===== src/rtl/div_unit.sv =====
`timescale 1ns/1ps
// div_unit: iterative radix-2 restoring divider for the EX stage.
// Produces one quotient bit per clock; one operation in flight at a time.
// Result is {remainder, quotient}, valid while ready_o is high.
//
// Ports:
//   clk              core clock, rising edge
//   rst              synchronous active-high reset
//   div_start        divide request, held until ready_o is seen
//   div_signed       1 = signed (DIV), 0 = unsigned (DIVU)
//   dividend         operand A
//   divisor          operand B
//   annul            flush: abandons the current operation
//   result_o         {remainder, quotient}
//   ready_o          result valid this cycle
//   stallreq_for_ex  stall request toward the pipeline controller
//
// Build option: define DIV_EARLY_OUT_EN to finish in two cycles when |A| < |B|.
module div_unit #(
  parameter int unsigned WIDTH = 32
) (
  input  logic               clk,
  input  logic               rst,
  input  logic               div_start,
  input  logic               div_signed,
  input  logic [WIDTH-1:0]   dividend,
  input  logic [WIDTH-1:0]   divisor,
  input  logic               annul,
  output logic [2*WIDTH-1:0] result_o,
  output logic               ready_o,
  output logic               stallreq_for_ex
);

  localparam int unsigned CW = (WIDTH > 1) ? $clog2(WIDTH) : 1;

  typedef enum logic [1:0] {IDLE, DIVZERO, BUSY, DONE} state_t;

  state_t             state, state_n;
  logic [WIDTH-1:0]   rem_q, rem_n;
  logic [WIDTH-1:0]   quo_q, quo_n;
  logic [WIDTH-1:0]   dsr_q, dsr_n;
  logic               neg_quo_q, neg_quo_n;
  logic               neg_rem_q, neg_rem_n;
  logic [CW-1:0]      cnt_q, cnt_n;
  logic [2*WIDTH-1:0] res_n;
  logic               rdy_n;

  logic [WIDTH-1:0]   abs_a, abs_b;
  logic [WIDTH:0]     shifted;
  logic [WIDTH+1:0]   trial;
  logic               borrow;
  logic [WIDTH-1:0]   step_rem, step_quo;

  // Combinational stall: held from the first request cycle until ready rises.
  assign stallreq_for_ex = div_start & ~ready_o & ~annul;

  // Operand magnitudes and one restoring-division step.
  always_comb begin
    abs_a    = (div_signed && dividend[WIDTH-1]) ? (-dividend) : dividend;
    abs_b    = (div_signed && divisor[WIDTH-1])  ? (-divisor)  : divisor;
    shifted  = {rem_q, quo_q[WIDTH-1]};
    trial    = {1'b0, shifted} - {2'b00, dsr_q};
    borrow   = trial[WIDTH+1];
    step_rem = borrow ? WIDTH'(shifted) : WIDTH'(trial);
    step_quo = {quo_q[WIDTH-2:0], ~borrow};
  end

  // Next-state and datapath update.
  always_comb begin
    state_n   = state;
    rem_n     = rem_q;
    quo_n     = quo_q;
    dsr_n     = dsr_q;
    neg_quo_n = neg_quo_q;
    neg_rem_n = neg_rem_q;
    cnt_n     = cnt_q;
    res_n     = result_o;

    unique case (state)
      IDLE: begin
        if (div_start && !annul) begin
          if (divisor == '0) begin
            state_n = DIVZERO;
            rem_n   = '0;
          end
`ifdef DIV_EARLY_OUT_EN
          // Short path shared with divide-by-zero: quotient 0, remainder = A.
          else if (abs_a < abs_b) begin
            state_n = DIVZERO;
            rem_n   = dividend;
          end
`endif
          else begin
            state_n   = BUSY;
            rem_n     = '0;
            quo_n     = abs_a;
            dsr_n     = abs_b;
            neg_quo_n = div_signed & (dividend[WIDTH-1] ^ divisor[WIDTH-1]);
            neg_rem_n = div_signed & dividend[WIDTH-1];
            cnt_n     = '0;
          end
        end
      end

      DIVZERO: begin
        res_n   = {rem_q, {WIDTH{1'b0}}};
        state_n = DONE;
      end

      BUSY: begin
        if (annul) begin
          state_n = IDLE;
        end else begin
          rem_n = step_rem;
          quo_n = step_quo;
          cnt_n = CW'(cnt_q + 1'b1);
          if (cnt_q == CW'(WIDTH - 1)) begin
            state_n = DONE;
            res_n   = {(neg_rem_q ? (-step_rem) : step_rem),
                       (neg_quo_q ? (-step_quo) : step_quo)};
          end
        end
      end

      DONE: begin
        if (!div_start || annul) begin
          state_n = IDLE;
          res_n   = '0;
        end
      end

      default: state_n = IDLE;
    endcase

    rdy_n = (state_n == DONE);
  end

  // State and output registers.
  always_ff @(posedge clk) begin
    if (rst) begin
      state     <= IDLE;
      rem_q     <= '0;
      quo_q     <= '0;
      dsr_q     <= '0;
      neg_quo_q <= 1'b0;
      neg_rem_q <= 1'b0;
      cnt_q     <= '0;
      result_o  <= '0;
      ready_o   <= 1'b0;
    end else begin
      state     <= state_n;
      rem_q     <= rem_n;
      quo_q     <= quo_n;
      dsr_q     <= dsr_n;
      neg_quo_q <= neg_quo_n;
      neg_rem_q <= neg_rem_n;
      cnt_q     <= cnt_n;
      result_o  <= res_n;
      ready_o   <= rdy_n;
    end
  end

endmodule


===== config.mk =====
export PLATFORM = sky130hd
export DESIGN_NAME = div_unit
export DESIGN_NICKNAME = d
export VERILOG_FILES = /design/src/rtl/div_unit.sv
export SDC_FILE = /design/constraint.sdc
export NUM_CORES = 1
export LEC_CHECK = 0
export BUFFER_PORTS_ARGS = -buffer_cell sky130_fd_sc_hd__clkbuf_2
export CELL_PAD_IN_SITES_DETAIL_PLACEMENT = 0
export CELL_PAD_IN_SITES_GLOBAL_PLACEMENT = 1
export CORE_UTILIZATION = 47
export DETAILED_ROUTE_END_ITERATION = 10
export GPL_ROUTABILITY_DRIVEN = 0
export PLACE_DENSITY = 0.95
export SETUP_SLACK_MARGIN = 0.1
export SYNTH_ARGS = -nofsm -noshare
export SYNTH_HDL_FRONTEND = slang
export SYNTH_SLANG_ARGS = --single-unit
export TNS_END_PERCENT = 10

===== constraint.sdc =====
create_clock -name clk -period 7.3 [get_ports clk]
set_input_delay 0.365 -clock clk [delete_from_list [all_inputs] [get_ports clk]]
set_output_delay 0.365 -clock clk [all_outputs]
set_load 0.005 [all_outputs]

==> summary.md <==
| Metric | Value |
|---|---|
| Outcome | `complete, no violations` |
| Compound-Gate Fraction of Synth Area | `26.3%` |
| Min Hold Slack | `184 ps` |
| DR iter-0 viols | `1191` |
| DRT antenna net count | `0` |
| Place WS | `2310 ps` |
| Crit Path Max Fanout | `49` |
| Net switching power | `1.04 mW` |
| Antenna violations before repair | `1` |
| Leak | `5.23 nW` |
| Total of max-cap violations | `0` |
| P&R area growth vs syn | `11.7%` |
| Final WL | `35700 µm` |
| Fin util | `53.7%` |
| Most common cell in the netlist | `nor2_1` |
| Synth area leader | `dfxtp_1` |
| Synth Net Count | `1678` |
| Synth top area share | `28.9%` |
| Seq/Total Area, Yosys | `28.9%` |
| Post-Synth Simple-Gate Area | `22.6%` |
| Die H | `160 µm` |
| Slew Viols, Final | `0` |
| Clock skew | `21.6 ps` |
| Cell variety after synth | `79` |
| Synth Area in Adders | `4.21%` |
| Vias in the first global route | `10600` |
| Kind of critical path | `register to register` |
| Die Wd | `160 µm` |
| Number of enable flip-flop cells after synthesis | `0` |
| Vias per inst | `5.95` |
| WL per Instance | `18.2 µm` |
| Top_reg_cell synth | `dfxtp_1` |
| Cell Rows | `57` |
| PostCTS Resize Cnt | `0` |
| DR DRC count | `0` |
| Max clock buf depth | `2` |
| Synth Area in XOR/XNOR | `10.1%` |
| Final worst-path cycle share | `70.0%` |
| Setup ws final | `2190 ps` |
| Yosys reg bits | `170` |
| PwrDens | `211 nW/µm²` |
| Most frequent cells after synthesis | `278 x nor2_1, 170 x dfxtp_1, 132 x a21oi_1` |
| First-pass GRT wire length | `57500 µm` |
| Finished Cell Area | `13100 µm²` |
| Largest net degree at the start of global routing | `76` |
| CTS Buf Count | `17` |
| Ys Warns | `0` |
| Clk slew on worst S/H paths | `80 ps` |
| Starting density of the core | `48.1%` |
| Minimum clock period | `5110 ps` |
| Final setup viols | `0` |
| Pint | `1.73 mW` |
| Filler Cells Inserted | `2367` |
| Nets@finish | `1736` |
| Final-report hold violation count | `0` |
| Mapped Cells | `1570` |
| Critical Path RT | `7620 ps` |
| CTS tree | `done` |
| Mux cell area share after synthesis | `2.19%` |
| Synth async-reset ratio | `0%` |
| Fraction of layout cells with a size suffix above 1 | `13.3%` |
| Root Buffer | `clkbuf_16` |
| Largest family of logic cells by synthesized area | `compound AO/OA/AOI/OAI gates` |
| Post-DP Area | `12500 µm²` |
| Hold-fix buffers, CTS | `0` |
| Global route total overflow | `0` |
| GR Util All Layers | `27.6%` |
| Worst slew pin tran | `1270 ps` |
| Post-DP HPWL | `25900 µm` |
| H-tree Lvls | `4` |
| Die area | `25700 µm²` |
| Ranking of synthesized cells by area | `dfxtp_1 29%, nor2_1 8.9%, xnor2_1 6.3%` |
| Unrepaired setup endpoints after global routing | `false` |
| Synthesized area per cell | `7.50 µm²` |
| Worst Hold Class | `input pin to register` |
| Comb power frac | `29.1%` |
| Sequential share of power | `37.2%` |
| Post-CTS Setup Inserts | `0` |
| Rel. slew slack | `15.1%` |
| Worst Path Arrival | `5430 ps` |
| Via count | `11700` |
| Switch share | `37.5%` |
| Core Area | `24500 µm²` |
| Clock Latency Late Sink | `450 ps` |
| Post-Syn Area | `11800 µm²` |
| Drt pass-1 iters | `5` |
| Clock Power Share | `33.7%` |
| CTS sink count | `170` |
| Fmax | `196 MHz` |
| Io pins | `135` |
| Port bufs | `134` |
| CP Capture Type | `register` |
| Max VDD drop | `0.173 mV` |
| CP Launch Type | `register` |
| Sum Neg Setup Slack | `0 ps` |
-- per-stage QoR --
stage               power [mW]  std cells
floorplan                 1.62       1570
global placement          1.83       1933
detailed placement        1.84       1933
CTS                       2.77       1965
global route              2.91       1965
finish                    2.77       1966
-- registers in the layout, indices dropped and copies added (netlist names) --
register   count
result_o      64
cnt_q          5
ready_o        1
state          2
neg_rem_q      1
quo_q         32
rem_q         32
neg_quo_q      1
dsr_q         32
-- final timing paths --
check	start	to	slack, ps	depth (start not counted)
max	rem_q[10]$_SDFFE_PP0P_	result_o[62]$_SDFFE_PP0P_	2190	16
min	divisor[0]	dsr_q[0]$_SDFFE_PP0P_	180	3
max reg2reg	rem_q[10]$_SDFFE_PP0P_	result_o[62]$_SDFFE_PP0P_	2190	16
min reg2reg	dsr_q[18]$_SDFFE_PP0P_	dsr_q[18]$_SDFFE_PP0P_	460	2
-- per-layer routing --
layer | track usage [%] | vias up | wire (µm)
li1 | - | 5784 | -
met1 | 38.3 | 5405 | 16300
met2 | 42.7 | 434 | 15800
met3 | 5.30 | 73 | 2570
met4 | 9.48 | 0 | 946
met5 | 0 | - | 0
-- layout by cell type, fill, tap and decap left out, drive strengths merged, types with 5 or more instances in the layout --
cell type,instances
nand4,14
inv,64
nor2,278
a21oi,136
clkbuf,150
and2,13
a21o,8
buf,16
mux2i,19
ha,38
a211oi,71
nor4,19
or3,19
or4,9
o211ai,10
o21ai,60
o31ai,25
xor2,51
a31oi,15
a22oi,46
mux2,6
o21a,6
nor3,45
o21bai,6
nor3b,6
a311oi,6
or2,5
xnor2,85
nor2b,7
dfxtp,170
nand3b,7
nand2b,10
o41ai,12
clkinv,5
a211o,5
nand3,28
nand2,107
a221oi,17
-- area by class of cell --
cell class	instances	area [µm²]	area share, %
Clock inverter	15	185	1.41
Multi-Input combinational cell	1235	7730	58.8
Timing Repair Buffer	149	786	5.98
Tap cell	324	405	3.08
Inverter	55	209	1.59
Clock buffer	17	425	3.24
Antenna cell	1	2.50	0.0190
Sequential cell	170	3400	25.9
-- power by group through the flow --
stage | Sequential [mW] | Clock [mW] | Combinational, mW
global route | 1.04 | 0.980 | 0.889
floorplan | 1.03 | 0 | 0.584
global placement | 1.05 | 0 | 0.778
detailed placement | 1.05 | 0 | 0.788
CTS | 1.03 | 0.941 | 0.795
finish | 1.03 | 0.936 | 0.806
-- critical path: stages (launching register included) --
cell       delay [ps]
dfxtp_1           380
ha_1              500
nand2_1            90
nor2_1            250
o211ai_1          260
a21oi_1           360
or3_4             600
mux2i_1           340
ha_1              260
nand2_1            90
nor4b_1           250
mux2i_1           240
a2111oi_4         490
nand3_4           200
o41ai_2           410
xnor2_1           150
a31oi_1            90
-- cells by family after synthesis --
family,after synthesis
flops,170
fa+ha+maj,39
compound gates,456
simple gates,579
mux,25
buf+inv,165
xor+xnor,136
No activity file was read; power rests on OpenSTA's default activity.
